**src/rtl/hamming_dec_engine_if.sv**
```systemverilog
// Start/done handshake and shared data-memory port of the Hamming(15,11) decoder.
// The engine takes the master side; the core/memory side takes the slave side.
interface hamming_dec_engine_if #(
    parameter int AW = 8,
    parameter int DW = 8
);
    logic          init;
    logic          done;
    logic [AW-1:0] mem_addr;
    logic          mem_wr_en;
    logic [DW-1:0] mem_wdata;
    logic [DW-1:0] mem_rdata;
    logic [7:0]    err_cnt;

    modport master (
        input  init,
        input  mem_rdata,
        output done,
        output mem_addr,
        output mem_wr_en,
        output mem_wdata,
        output err_cnt
    );

    modport slave (
        output init,
        output mem_rdata,
        input  done,
        input  mem_addr,
        input  mem_wr_en,
        input  mem_wdata,
        input  err_cnt
    );
endinterface

```
**src/rtl/hamming_dec_engine.sv**
```systemverilog
// Hamming(15,11) single-error-correcting decoder: reads NWORDS encoded byte pairs,
// corrects one flipped bit per word, and writes the 11-bit messages back to memory.
module hamming_dec_engine #(
    parameter int AW       = 8,
    parameter int DW       = 8,
    parameter int SRC_BASE = 64,
    parameter int DST_BASE = 94,
    parameter int NWORDS   = 15
) (
    input logic                  clk,
    input logic                  reset,
    hamming_dec_engine_if.master bus
);
    localparam int IW = (NWORDS > 1) ? $clog2(NWORDS) : 1;

    typedef enum logic [2:0] {IDLE, RLO, RHI, CAP, WLO, WHI} state_t;

    // Codeword position of the n-th data bit: the n-th index in 1..15 that is not a power of two.
    function automatic int data_pos(input int n);
        int cnt;
        cnt      = 0;
        data_pos = 0;
        for (int p = 1; p < 16; p++) begin
            if ((p & (p - 1)) != 0) begin
                if (cnt == n) data_pos = p;
                cnt++;
            end
        end
    endfunction

    state_t        state_q, state_d;
    logic [IW-1:0] idx_q, idx_d;
    logic          done_q, done_d;
    logic [7:0]    err_q, err_d;
    logic [7:0]    lo_q, lo_d;
    logic [6:0]    hi_q, hi_d;

    logic [15:1]   cw;
    logic [3:0]    syn;
    logic [10:0]   msg;
    logic [AW-1:0] word_off, src_addr, dst_addr;
    logic [AW-1:0] addr_c;
    logic          we_c;
    logic [DW-1:0] wdata_c;

    // hi[7] of the encoded pair carries nothing and is never stored.
    assign cw = {hi_q, lo_q};

    for (genvar gi = 0; gi < 4; gi++) begin : g_syn
        logic [15:1] sel;
        for (genvar gj = 1; gj < 16; gj++) begin : g_sel
            if (((gj >> gi) & 1) == 1) begin : g_on
                assign sel[gj] = cw[gj];
            end else begin : g_off
                assign sel[gj] = 1'b0;
            end
        end
        assign syn[gi] = ^sel;
    end

    // The syndrome names the flipped position directly, so only data positions need fixing.
    for (genvar gi = 0; gi < 11; gi++) begin : g_ext
        localparam int POS = data_pos(gi);
        assign msg[gi] = cw[POS] ^ (syn == 4'(POS));
    end

    assign word_off = AW'({idx_q, 1'b0});
    assign src_addr = AW'(SRC_BASE) + word_off;
    assign dst_addr = AW'(DST_BASE) + word_off;

    always_ff @(posedge clk) begin
        if (reset) begin
            state_q <= IDLE;
            idx_q   <= '0;
            done_q  <= 1'b0;
            err_q   <= '0;
            lo_q    <= '0;
            hi_q    <= '0;
        end else begin
            state_q <= state_d;
            idx_q   <= idx_d;
            done_q  <= done_d;
            err_q   <= err_d;
            lo_q    <= lo_d;
            hi_q    <= hi_d;
        end
    end

    always_comb begin
        state_d = state_q;
        idx_d   = idx_q;
        done_d  = done_q;
        err_d   = err_q;
        lo_d    = lo_q;
        hi_d    = hi_q;
        addr_c  = '0;
        we_c    = 1'b0;
        wdata_c = '0;
        unique case (state_q)
            IDLE: begin
                if (bus.init) begin
                    idx_d   = '0;
                    err_d   = '0;
                    done_d  = 1'b0;
                    state_d = RLO;
                end
            end
            RLO: begin
                addr_c  = src_addr;
                state_d = RHI;
            end
            RHI: begin
                // Read data lags the address by one cycle: this is the low byte requested in RLO.
                addr_c  = src_addr + AW'(1);
                lo_d    = bus.mem_rdata[7:0];
                state_d = CAP;
            end
            CAP: begin
                hi_d    = bus.mem_rdata[6:0];
                state_d = WLO;
            end
            WLO: begin
                addr_c  = dst_addr;
                we_c    = 1'b1;
                wdata_c = DW'(msg[7:0]);
                if (syn != 4'd0) err_d = err_q + 8'd1;
                state_d = WHI;
            end
            WHI: begin
                addr_c  = dst_addr + AW'(1);
                we_c    = 1'b1;
                wdata_c = DW'({5'b0, msg[10:8]});
                if (idx_q == IW'(NWORDS - 1)) begin
                    done_d  = 1'b1;
                    state_d = IDLE;
                end else begin
                    idx_d   = idx_q + IW'(1);
                    state_d = RLO;
                end
            end
            default: state_d = IDLE;
        endcase
    end

    assign bus.mem_addr  = addr_c;
    assign bus.mem_wr_en = we_c;
    assign bus.mem_wdata = wdata_c;
    assign bus.done      = done_q;
    assign bus.err_cnt   = err_q;
endmodule

```
**src/flat_wrapper.sv**
```systemverilog
// flat-port wrapper written by rule: the top's interface ports become plain ports
module hamming_dec_engine_flat 
#(
    parameter int AW       = 8,
    parameter int DW       = 8,
    parameter int SRC_BASE = 64,
    parameter int DST_BASE = 94,
    parameter int NWORDS   = 15
)
  (clk, reset, bus_init, bus_mem_rdata, bus_done, bus_mem_addr, bus_mem_wr_en, bus_mem_wdata, bus_err_cnt);
  hamming_dec_engine_if #(.AW(AW), .DW(DW)) bus_i ();
  input logic clk;
  input logic reset;
  input wire logic [$bits(bus_i.init)-1:0] bus_init;
  input wire logic [$bits(bus_i.mem_rdata)-1:0] bus_mem_rdata;
  output wire logic [$bits(bus_i.done)-1:0] bus_done;
  output wire logic [$bits(bus_i.mem_addr)-1:0] bus_mem_addr;
  output wire logic [$bits(bus_i.mem_wr_en)-1:0] bus_mem_wr_en;
  output wire logic [$bits(bus_i.mem_wdata)-1:0] bus_mem_wdata;
  output wire logic [$bits(bus_i.err_cnt)-1:0] bus_err_cnt;
  assign bus_i.init = bus_init;
  assign bus_i.mem_rdata = bus_mem_rdata;
  assign bus_done = bus_i.done;
  assign bus_mem_addr = bus_i.mem_addr;
  assign bus_mem_wr_en = bus_i.mem_wr_en;
  assign bus_mem_wdata = bus_i.mem_wdata;
  assign bus_err_cnt = bus_i.err_cnt;
  hamming_dec_engine #(.AW(AW), .DW(DW), .SRC_BASE(SRC_BASE), .DST_BASE(DST_BASE), .NWORDS(NWORDS)) u_core (.clk(clk), .reset(reset), .bus(bus_i));
endmodule
```
**config.mk**
```make
export PLATFORM = sky130hd
export DESIGN_NAME = hamming_dec_engine_flat
export DESIGN_NICKNAME = d
export VERILOG_FILES = /design/src/rtl/hamming_dec_engine_if.sv /design/src/rtl/hamming_dec_engine.sv /design/src/flat_wrapper.sv
export SDC_FILE = /design/constraint.sdc
export NUM_CORES = 1
export LEC_CHECK = 0
export CORE_UTILIZATION = 55
export DETAILED_ROUTE_END_ITERATION = 12
export PLACE_DENSITY = 0.85
export SETUP_SLACK_MARGIN = 0.2
export SLEW_MARGIN = 0
export SYNTH_ARGS = -nofsm -noshare
export SYNTH_HDL_FRONTEND = slang
export SYNTH_SLANG_ARGS = --single-unit
```
**constraint.sdc**
```tcl
create_clock -name clk -period 4.7 [get_ports clk]
set_input_delay 0.705 -clock clk [delete_from_list [all_inputs] [get_ports clk]]
set_output_delay 0.705 -clock clk [all_outputs]
set_load 0.1 [all_outputs]
```
# After elaboration in Yosys (flattened, before gate mapping)
# Index checks and enable logic that the tools add are counted.
# word_totals
reg_bits	31
input_bits	11
output_inout_bits	26
elab_cells	71
# op_classes
addsub	6
n_eq_ne	21
muxes	15
bitwise_logic	11
reduce_logical	12
# op_table
operator	n
XOR reduction 15 bit	4
== test 4 bit (second input constant)	8
case mux 8 bit (2 select lines)	2
case mux 8 bit (4 select lines)	1
adder 8 x 1 -> 8 bit (second input constant)	3
case mux 3 bit (6 select lines)	1
adder 7 x 5 -> 8 bit (first input constant)	2
two-way mux 8 bit	2
== test 4 x 3 -> 1 bit (second input constant)	3
XOR 1 bit	11
AND reduction 3 bit	3
two-way mux 4 bit	2
case mux 4 bit (2 select lines)	1
== test 3 x 2 -> 1 bit (second input constant)	2
== test 3 bit (second input constant)	2
adder 4 x 1 -> 4 bit (second input constant)	1
== test 4 x 2 -> 1 bit (second input constant)	1
two-way mux 1 bit	4
inequality test 2 x 1 -> 1 bit (second input constant)	2
inequality test 2 bit (second input constant)	2
nonzero test 2 bit	2
nonzero test 4 bit	1
== test 3 x 1 -> 1 bit (second input constant)	1
logical NOT 3 bit	1
other kinds (3)	3

# Longest topological paths before layout
# Gate-level depths: netlist of the first run.
# logic_depth
depth_word	4
depth_mapped	9
depth_no_buf	7

# Least setup slack after synthesis of the first run
# OpenSTA, ideal clock, no wires.
# synth_path
path_type	reg-to-output
start	register u_core.state_q[1]
end	output port bus_mem_wdata[2]
arrival_time_ns	3.006
t_required_ns	3.995
path_slack_ns	0.989
path_stages_with_launch	9
n_path_buf	3
cell_sequence	dfxtp_1 clkbuf_1 nand2b_1 clkbuf_1 inv_1 clkbuf_1 nand3_1 mux2_2 nand3_1
# synth_between
elab_chain_len	2
word_cells_on_any_way	3
classes_between	eq/ne (2); mux (1)
# synth_lines
element	line	rtl
from (decl)	hamming_dec_engine.sv:31	state_t state_q, state_d;
from (signal assigned)	hamming_dec_engine.sv:80	state_q <= state_d;
== test 3 bit	hamming_dec_engine.sv:99	unique case (state_q)
case mux 8 bit (2 select lines) (*)	hamming_dec_engine.sv:99	
to (decl)	flat_wrapper.sv:19	output wire logic [$bits(bus_i.mem_wdata)-1:0] bus_mem_wdata;
# Every way passes the cells marked *; elsewhere a longest branch is shown, timed or not.

# Final worst setup path of the first run
# layout_path
start	register u_core.state_q[2]
end	output port bus_mem_addr[0]
# layout_between
elab_chain_len	2
word_cells_on_any_way	5
classes_between	eq/ne (4); mux (1)
# layout_lines
element	line	rtl
== test 3 bit (tied with other cells)	hamming_dec_engine.sv:99	
case mux 8 bit (4 select lines) (*)	hamming_dec_engine.sv:99	
to (decl)	flat_wrapper.sv:17	output wire logic [$bits(bus_i.mem_addr)-1:0] bus_mem_addr;
# Marks and branches as above.

==> results of run 1 <==
[placed cells by master (no fill, tap or decap), drive strengths merged, types with 3 or more instances in the layout]
cell type and count:
nor2 25, nand2b 3, clkdlybuf4s50 27, ha 4, xor3 4, xor2 12, xnor2 18, inv 8
a21oi 15, buf 8, nand3b 4, or4 7, mux2i 12, nand4b 3, nand2 31, o22ai 14
clkbuf 8, dfxtp 31, nand3 13, nor3b 4, nor3 20, and3 4
[worst max-delay path, cell delays in order (launching register included)]
cell	delay, ns
dfxtp_1	0.61
nand2b_1	0.36
inv_1	0.38
nand2_1	0.14
nand2_1	0.11
clkdlybuf4s50_1	1.14
[sequential cells by signal, indices dropped and copies added (netlist names)]
signal / cells
u_core.lo_q: 8
u_core.bus.done: 1
u_core.hi_q: 7
u_core.state_q: 3
u_core.idx_q: 4
u_core.bus.err_cnt: 8
[stage by stage]
stage                     area [um2]  setup WS (ns)  hold slack, ns  utilization  cells
after floorplan                 2180          0.989           0.437            -    267
after global placement          2480           1.33           0.463        0.668    334
after detailed placement        2480           1.34           0.458        0.668    334
after CTS                       2580           1.01           0.468        0.695    342
after global routing            2580          0.801           0.504        0.695    342
final                           2580          0.978           0.464        0.695    342
[cell families after synthesis]
logic type	count (synthesis)
buf+inv	24
fa+ha+maj	4
xor+xnor	34
other cells	1
simple gates	120
flops	31
mux	13
compound gates	40
[layer usage]
layer / up-vias / global-route usage / share of wire
met4: 0 / 0.0778 / 0.014
li1: 993 / - / -
met2: 80 / 0.388 / 0.45
met1: 931 / 0.364 / 0.48
met5: - / 0 / 0
met3: 6 / 0.0546 / 0.057
[area by class of cell]
type | count | share of cell area
Clock buffer | 8 | 0.0388
Inverter | 8 | 0.0116
Timing Repair Buffer | 35 | 0.128
Tap cell | 48 | 0.0233
Sequential cell | 31 | 0.240
Multi-Input combinational cell | 212 | 0.558
[worst paths after layout]
path,to,slack [ns]
setup / recovery,bus_mem_addr[0],0.98
hold / removal,u_core.lo_q[7],0.46
setup reg to reg,u_core.idx_q[3],2.29
hold reg to reg,u_core.lo_q[7],0.46
[Yosys cell counts, types with 2 or more instances]
master    count
nor3_2        2
xor2_1       10
xnor2_2       3
nand2_1      31
xnor2_1      15
xor2_2        2
xor3_2        3
nor2_1       25
or2_2         2
dfxtp_1      31
buf_6         3
ha_1          4
nand2b_1      3
o32ai_1       2
a21oi_1      15
clkbuf_1     11
and3_1        4
o22ai_1      14
nor3_1       18
inv_1         8
or4_1         7
nand3_1      13
a31oi_1       2
mux2i_1      12
nand4b_1      3
o311ai_1      2
nor3b_1       4
nand3b_1      4
[power by group through the flow]
stage,clock (mW),sequential (mW),combinational (mW)
after floorplan,0,0.288,0.241
after global placement,0,0.301,0.267
after detailed placement,0,0.301,0.268
after CTS,0.238,0.295,0.270
after global routing,0.252,0.297,0.291
final,0.234,0.296,0.274
==> metrics.txt, run 1 <==
outcome completed; Sw Share 0.373; slew margin rel. 0.352; CTS Buf Count 5; via count approximately 2,000; hold crit path type flop to flop; library cells used by synthesis 42; Flop pwr share 0.368; io pins 37; clock power share 0.291; Cell Pwr Density 311 mW/mm2; clk root buf clkbuf_8; FF-to-FF path depth 7; Int Pwr roughly 0.50 mW; Clock Latency Late Sink 0.28 ns; RD Place Congestion between 1 and 1.5; post-synthesis adder-cell area fraction 0.0230; # hold bufs at CTS 0; average wire per standard cell around 15 um; Ant. Diodes 0; multi-input logic area around 0.0014 mm2; synthesized cell area 0.00218 mm2; maximum VDD drop roughly 220 uV; largest family of logic cells by synthesized area simple AND/OR/NAND/NOR gates; FMAX around 270 MHz; Iteration-0 DRC Markers 211; Compound-Gate Fraction of Synth Area 0.114; Syn Area/Cell about 8.2 um2; layout net count about 300; DIE HEIGHT 64.9 um; Tmin final 3.72 ns; Final Hold Fails 0; Total Power ~0.80 mW; Vias/cell 5.88; synth warn 0; CTS tree yes; initial core utilization 0.586; xor/xnor share of the synthesized area 0.183; largest net degree at the start of global routing 24; CTS resizes 0; antenna-violating nets left 0; number of setup buffers added after CTS 0; FP Rows 22; gr ovfl total 0; WS Path Type flop to output port; max-slew violations 0; Syn-to-layout area delta 18.6%; maximum buffer depth of the clock tree 2; cell count after synthesis around 270; unrepaired setup endpoints after global routing no; clock sink total 31; #FFs+latches synth 31; mux share of post-synthesis cell area 0.0603; total track usage 0.258; Lkg Pwr ~0.97 nW; critical path fanouts, max 16; Yosys top cell area share 0.285; DIE AREA about 0.0042 mm2; ys flop type dfxtp_1; critical path endpoint category output port; fillcell total just over 300; first-pass GRT wire length between 8000 and 9000 um; Startpoint Class flop; area of the core about 0.0037 mm2; Tcrit/Tclk final 0.792; hold_sp u_core.lo_q[7]; H-Tree Depth 2; clock slew at reported path FFs 0.07 ns; initial antenna violation count 0; Net Count, Synth ~280; Crit path arrival time ~3.0 ns; Hold Path Stages 2; Detailed Route WL around 5100 um; # DRC 0; TNS Setup 0 ns; Async SR Flop Fraction 0; vias in the first global route ~1,700; ratio of cells with drive above 1 in the final layout 0.0952; P_sw 0.300 mW; WP data required 3.99 ns; Detailed Place HPWL around 3600 um; DIE WIDTH around 65 um; Worst Skew 0.00504 ns; RR Startpoint u_core.state_q[2]; combinational share of power 0.340; Max Cap Viol 0; Sequential Area ~620 um2; Post-synth EDFFs 0; Seq/Total Area, Yosys 0.285; I/O Buffers 35; simple-gate share of the synthesized area 0.279; drt first pass iters 5; cell taking the most area after synthesis dfxtp_1; Slew @ Worst Pin around 0.97 ns; critical path launch point u_core.state_q[2]; Synth area leaders dfxtp_1 28%, xnor2_1 6.0%, mux2i_1 5.5%, nand2_1 5.3%, nor2_1 4.3%; Setup Viol. Count Final 0
(Power assumes the default switching activity.)
==> inputs of run 2 (changes only) <==
--- a/config.mk
+++ b/config.mk
@@ -5,9 +5,9 @@
 export SDC_FILE = /design/constraint.sdc
 export NUM_CORES = 1
 export LEC_CHECK = 0
-export CORE_UTILIZATION = 55
+export CORE_UTILIZATION = 48
 export DETAILED_ROUTE_END_ITERATION = 12
-export PLACE_DENSITY = 0.85
+export PLACE_DENSITY = 0.79
 export SETUP_SLACK_MARGIN = 0.2
 export SLEW_MARGIN = 0
 export SYNTH_ARGS = -nofsm -noshare
==> constraint.sdc (replaced) <==
create_clock -name clk -period 3 [get_ports clk]
set_input_delay 0.45 -clock clk [delete_from_list [all_inputs] [get_ports clk]]
set_output_delay 0.45 -clock clk [all_outputs]
set_load 0.1 [all_outputs]
==> run 2 against run 1 <==
Sequential share of layout area decreased by 5.0 points; largest power group is now combinational cells; the run now ends with negative setup slack left; clock skew increased by 0.0033 ns; sequential power increased by 57%; global-route usage increased by 1.2 points; combinational power increased by 140%; highest routed layer unchanged; count of clock-buffer cells in the layout decreased by 2.
==> metrics.txt, run 2 (same netlist as run 1, synthesis figures left out) <==
outcome complete, but fails checks (was completed); failing checks negative setup slack; slew margin rel. 0.528 (was 0.352); r2r setup slk 0.54 ns (was 2.29 ns); I/O Buffers 35 (unchanged); Tcrit/Tclk final 1.01; fillcell total 279 (was 305); gr ovfl total 0 (unchanged); Slew @ Worst Pin 0.708 ns (was 0.969 ns); Max Cap Viol 0 (unchanged); unrepaired setup endpoints after global routing yes (was no); Syn-to-layout area delta 54.2% (was 18.6%); CTS tree yes (unchanged); post-route insts no fill 364 (was 342); via count 2,186 (was 2,010); Final Hold Fails 0 (unchanged); ratio of cells with drive above 1 in the final layout 0.397 (was 0.0952); CTS Buf Count 5 (unchanged); average wire per standard cell 18.5 um (was 14.8 um); Iteration-0 DRC Markers 110 (was 211); Lkg Pwr 1.38 nW (was 0.973 nW); maximum VDD drop 556 uV (was 216 uV); area of placed instances 0.00271 mm2 (was 0.00248 mm2); Detailed Place HPWL 3930 um (was 3590 um); FP Rows 24 (was 22); clk root buf clkbuf_8 (unchanged); # DRC 0 (unchanged); maximum buffer depth of the clock tree 2 (unchanged); commonest non-fill, non-tap cell in the layout buf_4; clock slew at reported path FFs 0.07 ns (about the same); WP data required 2.55 ns (was 3.99 ns); max-slew violations 0 (unchanged); P_sw 0.617 mW (was 0.300 mW); Final WS setup -0.0161 ns (was 0.978 ns); Clock Latency Late Sink 0.29 ns (was 0.28 ns); critical path launch point u_core.lo_q[3] (was u_core.state_q[2]); clock power share 0.281 (was 0.291); Startpoint Class flop (unchanged); initial core utilization 0.500 (was 0.586); Tmin final 3.02 ns; combinational share of power 0.421 (was 0.340); initial antenna violation count 0 (unchanged); WS Path Type flop to output port (unchanged); dpl cells 346 (was 334); Setup Viol. Count Final 3 (was 0); layout net count 326 (was 308); Vias/cell 6.01 (was 5.88); Crit path arrival time 2.57 ns (was 3.02 ns); critical path endpoint category output port (unchanged); FF-to-FF End u_core.bus.err_cnt[7] (was u_core.idx_q[3]); FF-to-FF path depth 6 (was 7); Worst Skew 0.00837 ns (was 0.00504 ns); Critical Path End bus_mem_wdata[1] (was bus_mem_addr[0]); clock sink total 31 (unchanged); vias in the first global route 2,102 (was 1,734); RD Place Congestion 0.908 (was 1.09); Detailed Route WL 6740 um (was 5060 um); Final Instance Area 0.00336 mm2 (was 0.00258 mm2); Int Pwr 0.944 mW (was 0.504 mW); antenna-violating nets left 0 (unchanged); DIE WIDTH 69.4 um (was 64.9 um); critical path fanouts, max 4 (was 16); area of the core 0.00435 mm2 (was 0.00372 mm2); Cell Pwr Density 465 mW/mm2 (was 311 mW/mm2); Flop pwr share 0.298 (was 0.368); hold crit path type flop to flop (unchanged); first-pass GRT wire length 10,100 um (was 8250 um); DIE AREA 0.00481 mm2 (was 0.00422 mm2); Sw Share 0.395 (was 0.373); largest net degree at the start of global routing 24 (unchanged); DIE HEIGHT 69.4 um (was 64.9 um); FMAX approximately 330 MHz; H-Tree Depth 2 (unchanged); RR Startpoint u_core.hi_q[0] (was u_core.state_q[2]); hold_sp u_core.lo_q[1] (was u_core.lo_q[7]); most frequent cells in the layout 34 x buf_4, 31 x nand2_1, 22 x dfxtp_1 (was 31 x nand2_1, 31 x dfxtp_1, 27 x clkdlybuf4s50_1); total track usage 0.270 (was 0.258); Hold WS 0.474 ns (was 0.464 ns); io pins 37 (unchanged); drt first pass iters 4 (was 5); Ant. Diodes 0 (unchanged)
run 2: changes by cell type in the layout (fill, tap and decap cells not counted), moves of 10 or more:
cell             change
nor3_4              +10
o22ai_2             +10
buf_4               +26
nor3_1              -12
clkdlybuf4s50_1     -17
o22ai_1             -10
run 2: power groups by stage:
stage / logic (mW) / clock network [mW] / registers (mW)
2_1_floorplan: 0.386 / 0 / 0.452
3_3_place_gp: 0.439 / 0 / 0.467
3_5_place_dp: 0.451 / 0 / 0.469
4_1_cts: 0.566 / 0.433 / 0.466
5_1_grt: 0.689 / 0.458 / 0.468
6_report: 0.658 / 0.438 / 0.465
run 2: worst max-delay path: stages (launching register included):
cell and delay, ns:
dfxtp_2 0.35, xor3_2 0.55, xnor2_4 0.22, nor3_4 0.30, o22ai_2 0.14, or4_4 0.44
nand3_4 0.10, buf_12 0.17
run 2: final cells by class:
| class | count | area (um2) | share of cell area |
|---|---|---|---|
| Clock buffer | 6 | 82.6 | 0.0246 |
| Sequential cell | 31 | 639 | 0.190 |
| Tap cell | 52 | 65.1 | 0.0194 |
| Multi-Input combinational cell | 212 | 1970 | 0.587 |
| Clock inverter | 2 | 35.0 | 0.0104 |
| Timing Repair Buffer | 53 | 536 | 0.159 |
| Inverter | 8 | 30.0 | 0.00894 |
run 2: repair_timing:
action | 4_1_cts | 5_1_grt
pin swaps | 18 | 9
buffers inserted | 3 | 7
hold buffers | 0 | 0
resized for setup | 54 | 21
setup endpoints to repair | 8 | 8
endpoints found under the hold margin | 0 | 0
run 2: worst min-delay path by stage:
stage	endpoint	slack, ns	cells past startpoint
6_report	u_core.lo_q[1]	0.47	2
5_1_grt	u_core.lo_q[6]	0.50	2
4_1_cts	u_core.lo_q[7]	0.46	2
3_5_place_dp	u_core.lo_q[7]	0.46	2
3_3_place_gp	u_core.lo_q[7]	0.45	2
2_1_floorplan	u_core.lo_q[7]	0.44	2
run 2: metrics by stage:
step	setup TNS [ns]	total power, mW	setup WS, ns	utilization
after CTS	0	1.46	0.0925	0.730
after detailed placement	0	0.919	0.150	0.622
after floorplan	-0.120	0.838	-0.120	-
after global routing	-0.220	1.61	-0.0835	0.772
after global placement	0	0.907	0.234	0.622
final	-0.0348	1.56	-0.0161	0.772
run 2: metal layers:
metal | part of all wire | vias to the layer above | global-route usage | wire length [um]
li1 | - | 1038 | - | -
met1 | 0.39 | 1049 | 0.309 | 2650
met2 | 0.52 | 74 | 0.477 | 3500
met3 | 0.047 | 25 | 0.0509 | 314
met4 | 0.041 | 0 | 0.134 | 273
met5 | 0 | - | 0 | 0
==> inputs of run 3 (changes only) <==
--- a/config.mk
+++ b/config.mk
@@ -5,9 +5,11 @@
 export SDC_FILE = /design/constraint.sdc
 export NUM_CORES = 1
 export LEC_CHECK = 0
+export CORE_MARGIN = 3
 export CORE_UTILIZATION = 48
 export DETAILED_ROUTE_END_ITERATION = 12
 export PLACE_DENSITY = 0.79
+export REMOVE_ABC_BUFFERS = 1
 export SETUP_SLACK_MARGIN = 0.2
 export SLEW_MARGIN = 0
 export SYNTH_ARGS = -nofsm -noshare
==> run 3 against run 2 <==
The run still ends with negative setup slack left; flip-flop and latch count stayed put; utilization is 0.81 points higher; sequential power hardly changed; combinational power is 3.8% higher; clock power is 28% lower; cell count is 0.82% lower; critical endpoint is now bus_mem_wdata[2]; highest routed layer unchanged; power is 6.2% lower; die area is 12% higher; sequential share of layout area is 0.47 points higher; worst setup slack better by 0.0032 ns.
==> metrics.txt, run 3 (same netlist as run 1, synthesis figures left out) <==
most frequent cells in the layout 33 x buf_4, 31 x nand2_1, 24 x dfxtp_1 (was 34 x buf_4, 31 x nand2_1, 22 x dfxtp_1); hold_sp u_core.lo_q[7] (was u_core.lo_q[1]); CP max stage delay 0.55 ns (about the same); met1 global-route usage 0.288 (was 0.309); total track usage 0.228 (was 0.270); RR Startpoint u_core.lo_q[7] (was u_core.hi_q[0]); maximum VDD drop 310 uV (was 556 uV); I/O Buffers 35 (unchanged); unrepaired setup endpoints after global routing yes (unchanged); FMAX 332 MHz (about the same); initial core utilization 0.522 (was 0.500); area of placed instances 0.00260 mm2 (was 0.00271 mm2); DIE WIDTH 73.4 um (was 69.4 um); clock sink total 31 (unchanged); Hold Path Stages 2 (unchanged); Tmin final 3.01 ns (was 3.02 ns); critical-path cell list xor3_2, xnor2_4, nor3_4, o22ai_2, or4_1, nand3_2, buf_12 (was xor3_2, xnor2_4, nor3_4, o22ai_2, or4_4, nand3_4, buf_12); # DRC 0 (unchanged); critical path endpoint category output port (unchanged); critical path fanouts, max 4 (unchanged); Tcrit/Tclk final 1.00 (was 1.01); FF-to-FF End u_core.bus.err_cnt[7] (unchanged); Crit path arrival time 2.56 ns (was 2.57 ns); average wire per standard cell 19.5 um (was 18.5 um); maximum buffer depth of the clock tree 2 (unchanged); antenna-violating nets left 0 (unchanged); Clock Latency Late Sink 0.29 ns (about the same); Detailed Place HPWL 3780 um (was 3930 um); outcome complete, but fails checks (unchanged); io pins 37 (unchanged); WP buf/inv 1 (unchanged); WP data required 2.55 ns (about the same); Lkg Pwr 1.31 nW (was 1.38 nW); H-Tree Depth 2 (unchanged); RD Place Congestion 0.896 (was 0.908); WS Path Type flop to output port (unchanged); Iteration-0 DRC Markers 220 (was 110); CTS tree yes (unchanged); Worst Skew 0.0112 ns (was 0.00837 ns); first-pass GRT wire length 9500 um (was 10,100 um); clk root buf clkbuf_8 (unchanged); Setup WS pre-CTS 0.187 ns (was 0.150 ns); FF-to-FF path depth 7 (was 6); Cell Pwr Density 450 mW/mm2 (was 465 mW/mm2); ratio of cells with drive above 1 in the final layout 0.344 (was 0.397); Top delay family on crit path simple AND/OR/NAND/NOR gates (unchanged); Final Hold Fails 0 (unchanged); gr ovfl total 0 (unchanged); r2r setup slk 0.50 ns (was 0.54 ns); Max Cap Viol 0 (unchanged); commonest non-fill, non-tap cell in the layout buf_4 (unchanged); vias in the first global route 1,951 (was 2,102); max-slew violations 0 (unchanged); CTS Buf Count 5 (unchanged); Ant. Diodes 0 (unchanged); initial antenna violation count 0 (unchanged); largest net degree at the start of global routing 24 (unchanged); drt first pass iters 5 (was 4); # hold bufs at CTS 0 (unchanged); GRT met2 Usage 0.361 (was 0.477); Syn-to-layout area delta 49.3% (was 54.2%); slowest cell on the critical path xor3_2 (unchanged); layout net count 325 (was 326); Worst Hold End u_core.lo_q[7] (was u_core.lo_q[1]); via count 2,255 (was 2,186); DIE AREA 0.00538 mm2 (was 0.00481 mm2); Hold WS 0.468 ns (was 0.474 ns); met3 usage 0.0479 (was 0.0509); Startpoint Class flop (unchanged); DIE HEIGHT 73.4 um (was 69.4 um); failing checks negative setup slack (unchanged); Final WS setup -0.0129 ns (was -0.0161 ns); slew margin rel. 0.508 (was 0.528); Detailed Route WL 7040 um (was 6740 um); Slew @ Worst Pin 0.737 ns (was 0.708 ns); Final Instance Area 0.00325 mm2 (was 0.00336 mm2); FP Rows 23 (was 24); hold crit path type flop to flop (unchanged); Setup Viol. Count Final 2 (was 3); Total Power 1.46 mW (was 1.56 mW); GR peak layer met2 (unchanged); Vias/cell 6.25 (was 6.01); clock slew at reported path FFs 0.07 ns (about the same); area of the core 0.00417 mm2 (was 0.00435 mm2)
==> run 3: worst register-to-register path, cell delays in order, from the launching register on <==
cell	delay, ns
dfxtp_2	0.33
xor3_2	0.54
xnor2_4	0.36
nor3_4	0.10
buf_4	0.15
o22a_1	0.34
or4_1	0.54
nand3_1	0.09
==> run 3: power by group <==
group          total, mW  internal (mW)  switching (mW)
clock network      0.317          0.163           0.154
logic              0.683          0.257           0.426
registers          0.465          0.429          0.0357
total               1.46          0.849           0.616
==> run 3: layer usage <==
metal	wire, um	part of all wire
met1	2770	0.39
met2	3570	0.51
met3	434	0.062
met4	262	0.037
met5	0	0
==> run 3: worst max-delay path by stage <==
stage	from	to	slack (ns)	cells after the start
floorplan	u_core.lo_q[5]	bus_mem_wdata[7]	-0.43	6
detailed placement	u_core.lo_q[5]	bus_mem_wdata[1]	0.19	7
global placement	u_core.lo_q[5]	bus_mem_wdata[2]	0.24	7
finish	u_core.lo_q[5]	bus_mem_wdata[2]	-0.01	7
CTS	u_core.lo_q[1]	bus_mem_wdata[1]	0.11	7
global route	u_core.lo_q[6]	bus_mem_wdata[2]	-0.1	7
==> run 3: cell type report <==
type	count	area [um2]
multi-input combinational	212	1930
sequential	31	634
inverter	8	30.0
clock buffer	7	76.3
fill	266	920
timing repair buffer	52	519
tap	50	62.6
clock inverter	1	5.00
==> run 3: through the flow <==
stage / setup TNS, ns / utilization / std cells
after floorplan: -3.09 / - / 251
after global placement: 0 / 0.624 / 344
after detailed placement: 0 / 0.624 / 344
after CTS: 0 / 0.701 / 353
after global routing: -0.226 / 0.780 / 361
final: -0.0232 / 0.780 / 361
==> run 3: timing repair <==
action	4_1_cts	5_1_grt
buffers inserted	1	8
endpoints found under the setup margin	8	8
pin swaps	10	15
hold endpoints to repair	0	0
resized for setup	39	40
cloned	0	0
